[src/rtl/mem_access_ctrl.sv]
// Data-memory access controller: turns M-stage load/store control into a
// req/ready handshake and stalls the pipeline until the access completes.
module mem_access_ctrl #(
  parameter int ADDR_WIDTH = 32,
  parameter int DATA_WIDTH = 32,
  parameter int TIMEOUT    = 64
) (
  input  logic                  clk_i,
  input  logic                  rst_ni,
  input  logic                  mem_read_m_i,
  input  logic                  mem_write_m_i,
  input  logic [ADDR_WIDTH-1:0] alu_out_m_i,
  input  logic [DATA_WIDTH-1:0] write_data_m_i,
  output logic                  req_o,
  output logic                  we_o,
  output logic [ADDR_WIDTH-1:0] addr_o,
  output logic [DATA_WIDTH-1:0] wdata_o,
  input  logic                  ready_i,
  input  logic [DATA_WIDTH-1:0] rdata_i,
  output logic [DATA_WIDTH-1:0] read_data_m_o,
  output logic                  stall_o,
  output logic                  addr_err_o,
  output logic                  bus_err_o
);

  localparam logic [1:0] S_IDLE = 2'd0;
  localparam logic [1:0] S_WAIT = 2'd1;
  localparam logic [1:0] S_DONE = 2'd2;

  // A zero TIMEOUT still needs a one-bit counter so the declarations stay legal.
  localparam int CNT_W = (TIMEOUT > 0) ? $clog2(TIMEOUT + 1) : 1;
  localparam logic [CNT_W-1:0] CNT_LAST =
    (TIMEOUT > 0) ? CNT_W'(TIMEOUT - 1) : CNT_W'(0);

  logic [1:0]       state;
  logic [CNT_W-1:0] wait_cnt;
  logic             access;
  logic             aligned;
  logic             timeout_hit;

  assign access      = mem_read_m_i | mem_write_m_i;
  assign aligned     = (alu_out_m_i[1:0] == 2'b00);
  assign timeout_hit = (TIMEOUT > 0) && (wait_cnt == CNT_LAST);

  assign req_o = (state == S_WAIT);

  // Gated by reset so the pipeline is released the moment reset asserts.
  assign stall_o = rst_ni &
                   (((state == S_IDLE) & access & aligned) | (state == S_WAIT));

  always_ff @(posedge clk_i or negedge rst_ni) begin
    if (!rst_ni) begin
      state         <= S_IDLE;
      we_o          <= 1'b0;
      addr_o        <= '0;
      wdata_o       <= '0;
      read_data_m_o <= '0;
      addr_err_o    <= 1'b0;
      bus_err_o     <= 1'b0;
      wait_cnt      <= '0;
    end else begin
      addr_err_o <= 1'b0;
      bus_err_o  <= 1'b0;
      case (state)
        S_IDLE: begin
          if (access) begin
            if (aligned) begin
              addr_o  <= {alu_out_m_i[ADDR_WIDTH-1:2], 2'b00};
              wdata_o <= write_data_m_i;
              we_o    <= mem_write_m_i;
              state   <= S_WAIT;
            end else begin
              addr_err_o <= 1'b1;
            end
          end
        end
        S_WAIT: begin
          // ready_i takes priority over a timeout landing in the same cycle.
          if (ready_i) begin
            if (!we_o) begin
              read_data_m_o <= rdata_i;
            end
            we_o  <= 1'b0;
            state <= S_DONE;
          end else if (timeout_hit) begin
            read_data_m_o <= '0;
            bus_err_o     <= 1'b1;
            we_o          <= 1'b0;
            state         <= S_DONE;
          end else if (TIMEOUT > 0) begin
            wait_cnt <= wait_cnt + CNT_W'(1);
          end
        end
        S_DONE: begin
          wait_cnt <= '0;
          state    <= S_IDLE;
        end
        default: begin
          state <= S_IDLE;
        end
      endcase
    end
  end

endmodule

[config.mk]
export PLATFORM = sky130hd
export DESIGN_NAME = mem_access_ctrl
export DESIGN_NICKNAME = d
export VERILOG_FILES = /design/src/rtl/mem_access_ctrl.sv
export SDC_FILE = /design/constraint.sdc
export NUM_CORES = 1
export LEC_CHECK = 0
export ABC_CLOCK_PERIOD_IN_PS = 4500
export CAP_MARGIN = 20
export CORE_ASPECT_RATIO = 1.75
export CORE_MARGIN = 2
export CORE_UTILIZATION = 40
export DETAILED_ROUTE_END_ITERATION = 10
export PLACE_DENSITY = 0.81
export SYNTH_ARGS = -nofsm -noshare
export SYNTH_HDL_FRONTEND = slang
export SYNTH_SLANG_ARGS = --single-unit
export TNS_END_PERCENT = 1
[constraint.sdc]
create_clock -name clk_i -period 4.5 [get_ports clk_i]
set_input_delay 0.9 -clock clk_i [delete_from_list [all_inputs] [get_ports clk_i]]
set_output_delay 0.9 -clock clk_i [all_outputs]
set_load 0.005 [all_outputs]
---- Word-level counts from Yosys, hierarchy flattened ----
Cells that the tools add are included.
storage, ports and cells
  bits in registers ....................... 106
  input bits .............................. 101
  output and inout bits ................... 101
cells by class
  add/subtract/negate cells ............... 1
  equality and inequality tests ........... 9
  muxes and demuxes ....................... 22
  bitwise operators ....................... 5
  reduce and logical (&&, ||, !) cells .... 10
operator list
  operator                                                               count
  32-bit 2-to-1 mux                                                      3
  7-bit 2-to-1 mux                                                       2
  7-bit one-hot mux with 2 select lines                                  1
  3-bit AND reduction                                                    4
  1-bit 2-to-1 mux                                                       10
  2-bit != test, second input constant                                   5
  2-bit 2-to-1 mux                                                       4
  7-bit by 1-bit adder with 7-bit output, second input constant          1
  7-bit by 6-bit equality test with 1-bit output, second input constant  1
  2-bit nonzero test                                                     3
  2-bit zero test                                                        2
  2-bit one-hot mux with 2 select lines                                  1
  4-bit AND reduction                                                    1
  1-bit AND                                                              3
  3-bit by 1-bit != test with 1-bit output, second input constant        1
  2-bit by 1-bit equality test with 1-bit output, second input constant  1
  2-bit equality test, second input constant                             1
  1-bit OR                                                               2
  1-bit one-hot mux with 2 select lines                                  1

---- Logic depth before layout (Yosys ltp) ----
Gate-level depths: netlist (run 1).
  depth after elaboration ................. 5
  depth in mapped cells ................... 7

---- Worst setup path before layout (run 1) ----
Ideal clock, no wire load.
  path type ............................... input to output
  start point ............................. input port mem_write_m_i
  end point ............................... output port stall_o
  arrival ................................. 1,698 ps
  required time ........................... 3,600 ps
  slack ................................... 1,902 ps
  stages on the path ...................... 4
  cells stage by stage .................... o21ai_1 > nor3_4 > buf_6 > o21a_1
on the way
  cells in the longest elaborated chain, start to end .. 5
ends and longest elaborated chain
  what                     line  source
  start, declared          11    input logic mem_write_m_i,
  1-bit OR                 41    assign access = mem_read_m_i | mem_write_m_i;
  1-bit AND (2 in series)  49    (((state == S_IDLE) & access & aligned) | (state == S_WAIT));
  1-bit OR                 49
  1-bit AND                48    assign stall_o = rst_ni &
  end, declared            21    output logic stall_o,
Every way passes these cells.

---- Worst setup path after layout (run 1) ----
Ends and elaborated chain as after synthesis.

==> flow_metrics.env, run 1 <==
export IMPL_outcome="finished, final reports clean"
export IMPL_vias=3156
export IMPL_fmax_mhz=315
export IMPL_start_util_pct=41.1
export IMPL_grt_max_degree=64
export IMPL_nets=588
export IMPL_synth_fa_ha_area_share_pct=1.49
export IMPL_grt_ovfl_total=0
export IMPL_antenna_found_initial=0
export IMPL_wl_met2_mm=6.34
export IMPL_clock_sinks=106
export IMPL_routed_wl_met3_um=626
export IMPL_synth_xor_area_share_pct=0
export IMPL_cp_start_kind="primary input"
export IMPL_cp_required_ns=3.60
export IMPL_synth_top_area_share_pct=63.0
export IMPL_gp_congestion=0.791
export IMPL_finalSetupTns_ns=0
export IMPL_seq_area_frac_synth_pct=63.0
export IMPL_synth_compound_area_share_pct=10.2
export IMPL_stdcell_count=613
export IMPL_pwr_share_clk_pct=19.7
export IMPL_cts_setup_buffers=0
export IMPL_drv_cap=0
export IMPL_power_total_mw=4.42
export IMPL_fp_dieH_um=140
export IMPL_synthSimpleGateAreaFrac_pct=4.82
export IMPL_die_x_um=81.5
export IMPL_fin_skew_ns=0.00935
export IMPL_wl_met1_mm=3.82
export IMPL_cts_tree="built"
export IMPL_dp_hpwl_mm=8.61
export IMPL_grt_usage_pct=20.1
export IMPL_power_internal_mw=3.19
export IMPL_tightest_slew_ns=0.824
export IMPL_num_io_pins=202
export IMPL_cts_buffers=9
export IMPL_dpl_cell_count=598
export IMPL_setup_viol=0
export IMPL_clk_latency_ns=0.34
export IMPL_ir_drop_mv=0.347
export IMPL_p_per_area_nw_per_um2=671
export IMPL_drive_gt1_share_pct=17.7
export IMPL_hold_class="reg2reg"
export IMPL_p_switching_mw=1.23
export IMPL_synthTopCellsByArea="dfrtp_1 (63%), mux2_2 (16%), a22o_1 (6.7%)"
export IMPL_worstPathMaxFanout=3
export IMPL_synth_cell_area_um2=4210
export IMPL_slew_headroom_pct=45.0
export IMPL_area_growth_pct=56.8
export IMPL_drc=0
export IMPL_htreeDepth=3
export IMPL_clk_pin_slew_ns=0.06
export IMPL_reg2reg_depth=6
export IMPL_antenna_cells=0
export IMPL_critical_path_class="in2out"
export IMPL_grt_pass1_wl_mm=17.3
export IMPL_netlist_cell_type_count=39
export IMPL_power_frac_seq_pct=37.7
export IMPL_crit_path_end_kind="output port"
export IMPL_avgRoutedWirePerCell_um=18.5
export IMPL_muxShareOfSynthArea_pct=16.8
export IMPL_p_leak_nw=2.81
export IMPL_clockBufferDepth=2
export IMPL_combPwrFrac_pct=42.6
export IMPL_core_um2=10200
export IMPL_cts_hold_fix_buffers=0
export IMPL_synth_seq_cells=106
export IMPL_grt_pass1_vias=3375
export IMPL_totalWireLength_mm=11.3
export IMPL_cts_resized=0
export IMPL_yosysWarnings=0
export IMPL_vias_per_cell=5.15
export IMPL_drt_iter0_drc=103
export IMPL_netSwitchingFraction_pct=27.9
export IMPL_cts_root_buf="clkbuf_16"
export IMPL_async_reset_ff_share_pct=100
export IMPL_dr_max_layer_used="met4"
export IMPL_hold_viol=0
export IMPL_slew_violations=0
export IMPL_hold_depth=1
export IMPL_dr_pass1_iters=5
export IMPL_rsz0062_at_grt="no"
export IMPL_fin_crit_ns=3.17
export IMPL_ant_nets=0
export IMPL_timing_final_crit_share_pct=70.5
export IMPL_synth_top_cell_by_area="dfrtp_1"
export IMPL_synth_edf_count=0
export IMPL_arrival_ns=2.27
export IMPL_io_buffers=199
export IMPL_whs_ns=0.500
export IMPL_synth_avg_cell_area_um2=15.0
export IMPL_dieArea_um2=11400
export IMPL_synth_top_family_by_area="multiplexers"
export IMPL_fp_row_count=49
export IMPL_ys_dominant_reg_cell="dfrtp_1"
export IMPL_syn_inst=281
==> cells in the mapped netlist (2+ instances only) <==
cell type and number:
a21oi_1 5, dfrtp_1 106, inv_1 4, nand2_1 9, o21ai_0 7, nor3_1 2, a21o_1 2, a22o_1 32
nand3_1 2, buf_2 3, mux2_1 4, nor2_1 8, buf_4 2, ha_1 5, buf_6 9, mux2_2 58
==> cells in the final DEF (no fill, tap or decap), types with 2 or more instances in the layout <==
cell type,synthesis,layout
a21oi_1,5,5
mux2_1,4,4
clkdlybuf4s50_1,0,198
nand3_1,2,2
a22o_1,32,32
clkbuf_1,1,2
a21o_1,2,2
nor3_1,2,2
dfrtp_1,106,106
o21ai_0,7,7
ha_1,5,5
buf_4,2,6
bufinv_16,0,3
nor2_2,1,2
conb_1,1,2
mux2_2,58,58
nand2_1,9,9
clkbuf_16,0,9
nor2_1,8,7
inv_1,4,4
==> metal layers <==
| metal | global-route usage, % | vias to the layer above |
|---|---|---|
| met2 | 37.0 | 127 |
| met3 | 4.09 | 36 |
| met1 | 19.9 | 1576 |
| li1 | - | 1417 |
| met4 | 11.7 | 0 |
| met5 | 0 | - |
==> worst paths after layout <==
| check | start | end | slack, ns |
|---|---|---|---|
| worst max-delay path | mem_write_m_i | stall_o | 1.33 |
| worst min-delay path | wdata_o[23]$_DFFE_PN0P_ | wdata_o[23]$_DFFE_PN0P_ | 0.50 |
| worst max register to register | state[1]$_DFFE_PN0P_ | addr_o[6]$_DFFE_PN0P_ | 2.26 |
| worst min register to register | wdata_o[23]$_DFFE_PN0P_ | wdata_o[23]$_DFFE_PN0P_ | 0.50 |
| max in group asynchronous | rst_ni | read_data_m_o[20]$_DFFE_PN0P_ | 2.63 |
| min in group asynchronous | rst_ni | read_data_m_o[30]$_DFFE_PN0P_ | 0.71 |
==> flip-flops by register name (all words and copies together), names as in the netlist <==
register and count:
bus_err_o 1, read_data_m_o 32, addr_err_o 1, addr_o 30, wait_cnt 7, state 2
we_o 1, wdata_o 32
==> layout make-up <==
type	instances	area, µm²
well taps	127	159
fillers	789	3640
flip-flops and latches	106	2650
repair buffers	204	2030
clock buffers	11	233
clock inverters	4	98.8
multi-input cells	157	1410
inverters	4	15.0
==> critical path, stage by stage <==
cell and delay [ns]:
clkdlybuf4s50_1 0.49, o21ai_1 0.13, nor3_4 0.14, o21a_1 0.12, clkdlybuf4s50_1 0.49
==> kinds of logic after synthesis <==
| family | Yosys count |
|---|---|
| and+or+nand+nor | 32 |
| adders and majority gates | 5 |
| buffers and inverters | 19 |
| AOI/OAI and AO/OA | 55 |
| muxes | 63 |
| DFF | 106 |
| other | 1 |
==> power groups by stage <==
stage	logic [mW]	clock network [mW]	registers, mW
finish	1.89	0.870	1.67
global route	2.03	0.936	1.72
CTS	1.91	0.898	1.67
detailed placement	1.90	0	1.69
global placement	1.84	0	1.65
floorplan	0.725	0	1.69
==> through the flow <==
step	cell area (µm²)	utilization, %	setup WS [ns]
final	6600	64.4	1.33
after floorplan	4210	-	1.90
after detailed placement	6260	61.2	1.32
after global placement	6260	61.2	1.34
after global routing	6600	64.4	1.24
after CTS	6600	64.4	1.32
Note: power is estimated with default switching activity, not from simulation.
==> run 2, diff against run 1 <==
ABC_CLOCK_PERIOD_IN_PS = 3100   (was 4500)
clock period = 3.1 ns   (was 4.5 ns; I/O delays follow)
==> flow_metrics.env, run 2 (synthesis results as in run 1) <==
export IMPL_setup_viol=0
export IMPL_cts_hold_fix_buffers=0
export IMPL_grt_pass1_vias=3287
export IMPL_vias_per_cell=5.11
export IMPL_fmax_mhz=382
export IMPL_grt_usage_pct=19.8
export IMPL_dpl_worst_slack_ns=0.462
export IMPL_wl_met2_mm=6.03
export IMPL_placed_cell_area_um2=6270
export IMPL_slew_violations=0
export IMPL_drive_gt1_share_pct=18.3
export IMPL_fp_row_count=49
export IMPL_layout_commonest_cell="clkdlybuf4s50_1"
export IMPL_p_leak_nw=2.80
export IMPL_htreeDepth=3
export IMPL_ant_nets=0
export IMPL_antenna_found_initial=0
export IMPL_cts_buffers=9
export IMPL_top_regs="read_data_m_o x32, wdata_o x32, addr_o x30"
export IMPL_critical_path_class="in2out"
export IMPL_crit_path_top_delay_cell="clkdlybuf4s50_1"
export IMPL_drv_cap=0
export IMPL_clk_pin_slew_ns=0.07
export IMPL_vias=3135
export IMPL_core_um2=10200
export IMPL_dr_max_layer_used="met4"
export IMPL_whs_ns=0.406
export IMPL_antenna_cells=0
export IMPL_crit_top_cell="clkdlybuf4s50_1"
export IMPL_drc=0
export IMPL_area_growth_pct=56.0
export IMPL_die_x_um=81.5
export IMPL_hold_class="in2async"
export IMPL_crit_path_end_kind="output port"
export IMPL_finalWorstSetupSlack_ns=0.481
export IMPL_dr_pass1_iters=4
export IMPL_num_io_pins=202
export IMPL_netSwitchingFraction_pct=29.3
export IMPL_ir_drop_mv=0.543
export IMPL_cts_tree="built"
export IMPL_drt_iter0_drc=118
export IMPL_cts_resized=0
export IMPL_slowest_delay_ns=0.50
export IMPL_clock_sinks=106
export IMPL_cpLargestDelayFamily="buffers and inverters"
export IMPL_cts_root_buf="clkbuf_16"
export IMPL_arrival_ns=2.00
export IMPL_worstPathMaxFanout=3
export IMPL_fin_area_um2=6560
export IMPL_mostFrequentLayoutCells="clkdlybuf4s50_1 (198), dfrtp_1 (106), mux2_2 (58)"
export IMPL_crit_buf_inv=2
export IMPL_dp_hpwl_mm=8.38
export IMPL_cp_required_ns=2.48
export IMPL_io_buffers=199
export IMPL_gp_congestion=0.811
export IMPL_outcome="finished, final reports clean"
export IMPL_nets=588
export IMPL_timing_final_crit_share_pct=84.5
export IMPL_hold_viol=0
export IMPL_p_per_area_nw_per_um2=953
export IMPL_wl_met1_mm=4.03
export IMPL_clockBufferDepth=2
export IMPL_avgRoutedWirePerCell_um=18.3
export IMPL_clk_latency_ns=0.34
export IMPL_cp_start_kind="primary input"
export IMPL_fp_dieH_um=140
export IMPL_grt_pass1_wl_mm=17.0
export IMPL_start_util_pct=41.1
export IMPL_dieArea_um2=11400
export IMPL_p_switching_mw=1.83
export IMPL_slew_headroom_pct=45.8
export IMPL_crit_path_cell_trace="clkdlybuf4s50_1 -> o21ai_1 -> nor3_4 -> o21a_1 -> clkdlybuf4s50_1"
export IMPL_fin_skew_ns=0.00825
export IMPL_combPwrFrac_pct=44.0
export IMPL_cts_setup_buffers=0
export IMPL_totalWireLength_mm=11.2
export IMPL_grt_max_degree=64
export IMPL_grt_ovfl_total=0
export IMPL_tightest_slew_ns=0.812
export IMPL_power_internal_mw=4.42
export IMPL_rsz0062_at_grt="no"
export IMPL_fin_crit_ns=2.62
export IMPL_finalSetupTns_ns=0
export IMPL_power_frac_seq_pct=38.5
export IMPL_routed_wl_met3_um=610
export IMPL_pwr_share_clk_pct=17.5
-- run 2: area by class of cell --
cell class	count	area, µm²
multi-input cells	157	1410
flip-flops and latches	106	2650
inverters	4	15.0
clock buffers	10	239
well taps	127	159
fillers	777	3680
repair buffers	204	2030
clock inverters	6	51.3
-- run 2: worst paths after layout --
check                                              from                       endpoint  slack, ns  cells past startpoint
worst max-delay path                      mem_write_m_i                        stall_o       0.48                      5
worst min-delay path                             rst_ni        wait_cnt[1]$_DFFE_PN0P_       0.41                      2
worst max register to register     state[0]$_DFFE_PN0P_         addr_o[28]$_DFFE_PN0P_       0.85                      6
worst min register to register  wait_cnt[6]$_DFFE_PN0P_        wait_cnt[6]$_DFFE_PN0P_       0.49                      1
max in group asynchronous                        rst_ni  read_data_m_o[25]$_DFFE_PN0P_       1.52                      3
min in group clk_i              wait_cnt[6]$_DFFE_PN0P_        wait_cnt[6]$_DFFE_PN0P_       0.49                      1
-- run 2: power by group through the flow --
stage                     logic [mW]  clock network [mW]  registers [mW]
final                           2.75                1.09            2.41
after detailed placement        2.76                   0            2.44
after global routing            2.95                1.17            2.49
after CTS                       2.78                1.12            2.42
after floorplan                 1.05                   0            2.46
after global placement          2.66                   0            2.40
-- run 2: metrics by stage --
| stage | total power [mW] | util (%) | std cells |
|---|---|---|---|
| floorplan | 3.51 | - | 282 |
| global placement | 5.06 | 61.1 | 597 |
| detailed placement | 5.21 | 61.3 | 598 |
| CTS | 6.33 | 64.1 | 614 |
| global route | 6.62 | 64.1 | 614 |
| finish | 6.26 | 64.1 | 614 |
-- run 2: per-layer routing --
metal	up-vias	track usage (%)
met5	-	0
met4	0	11.5
met3	33	4.15
met2	120	34.4
met1	1566	21.5
li1	1416	-
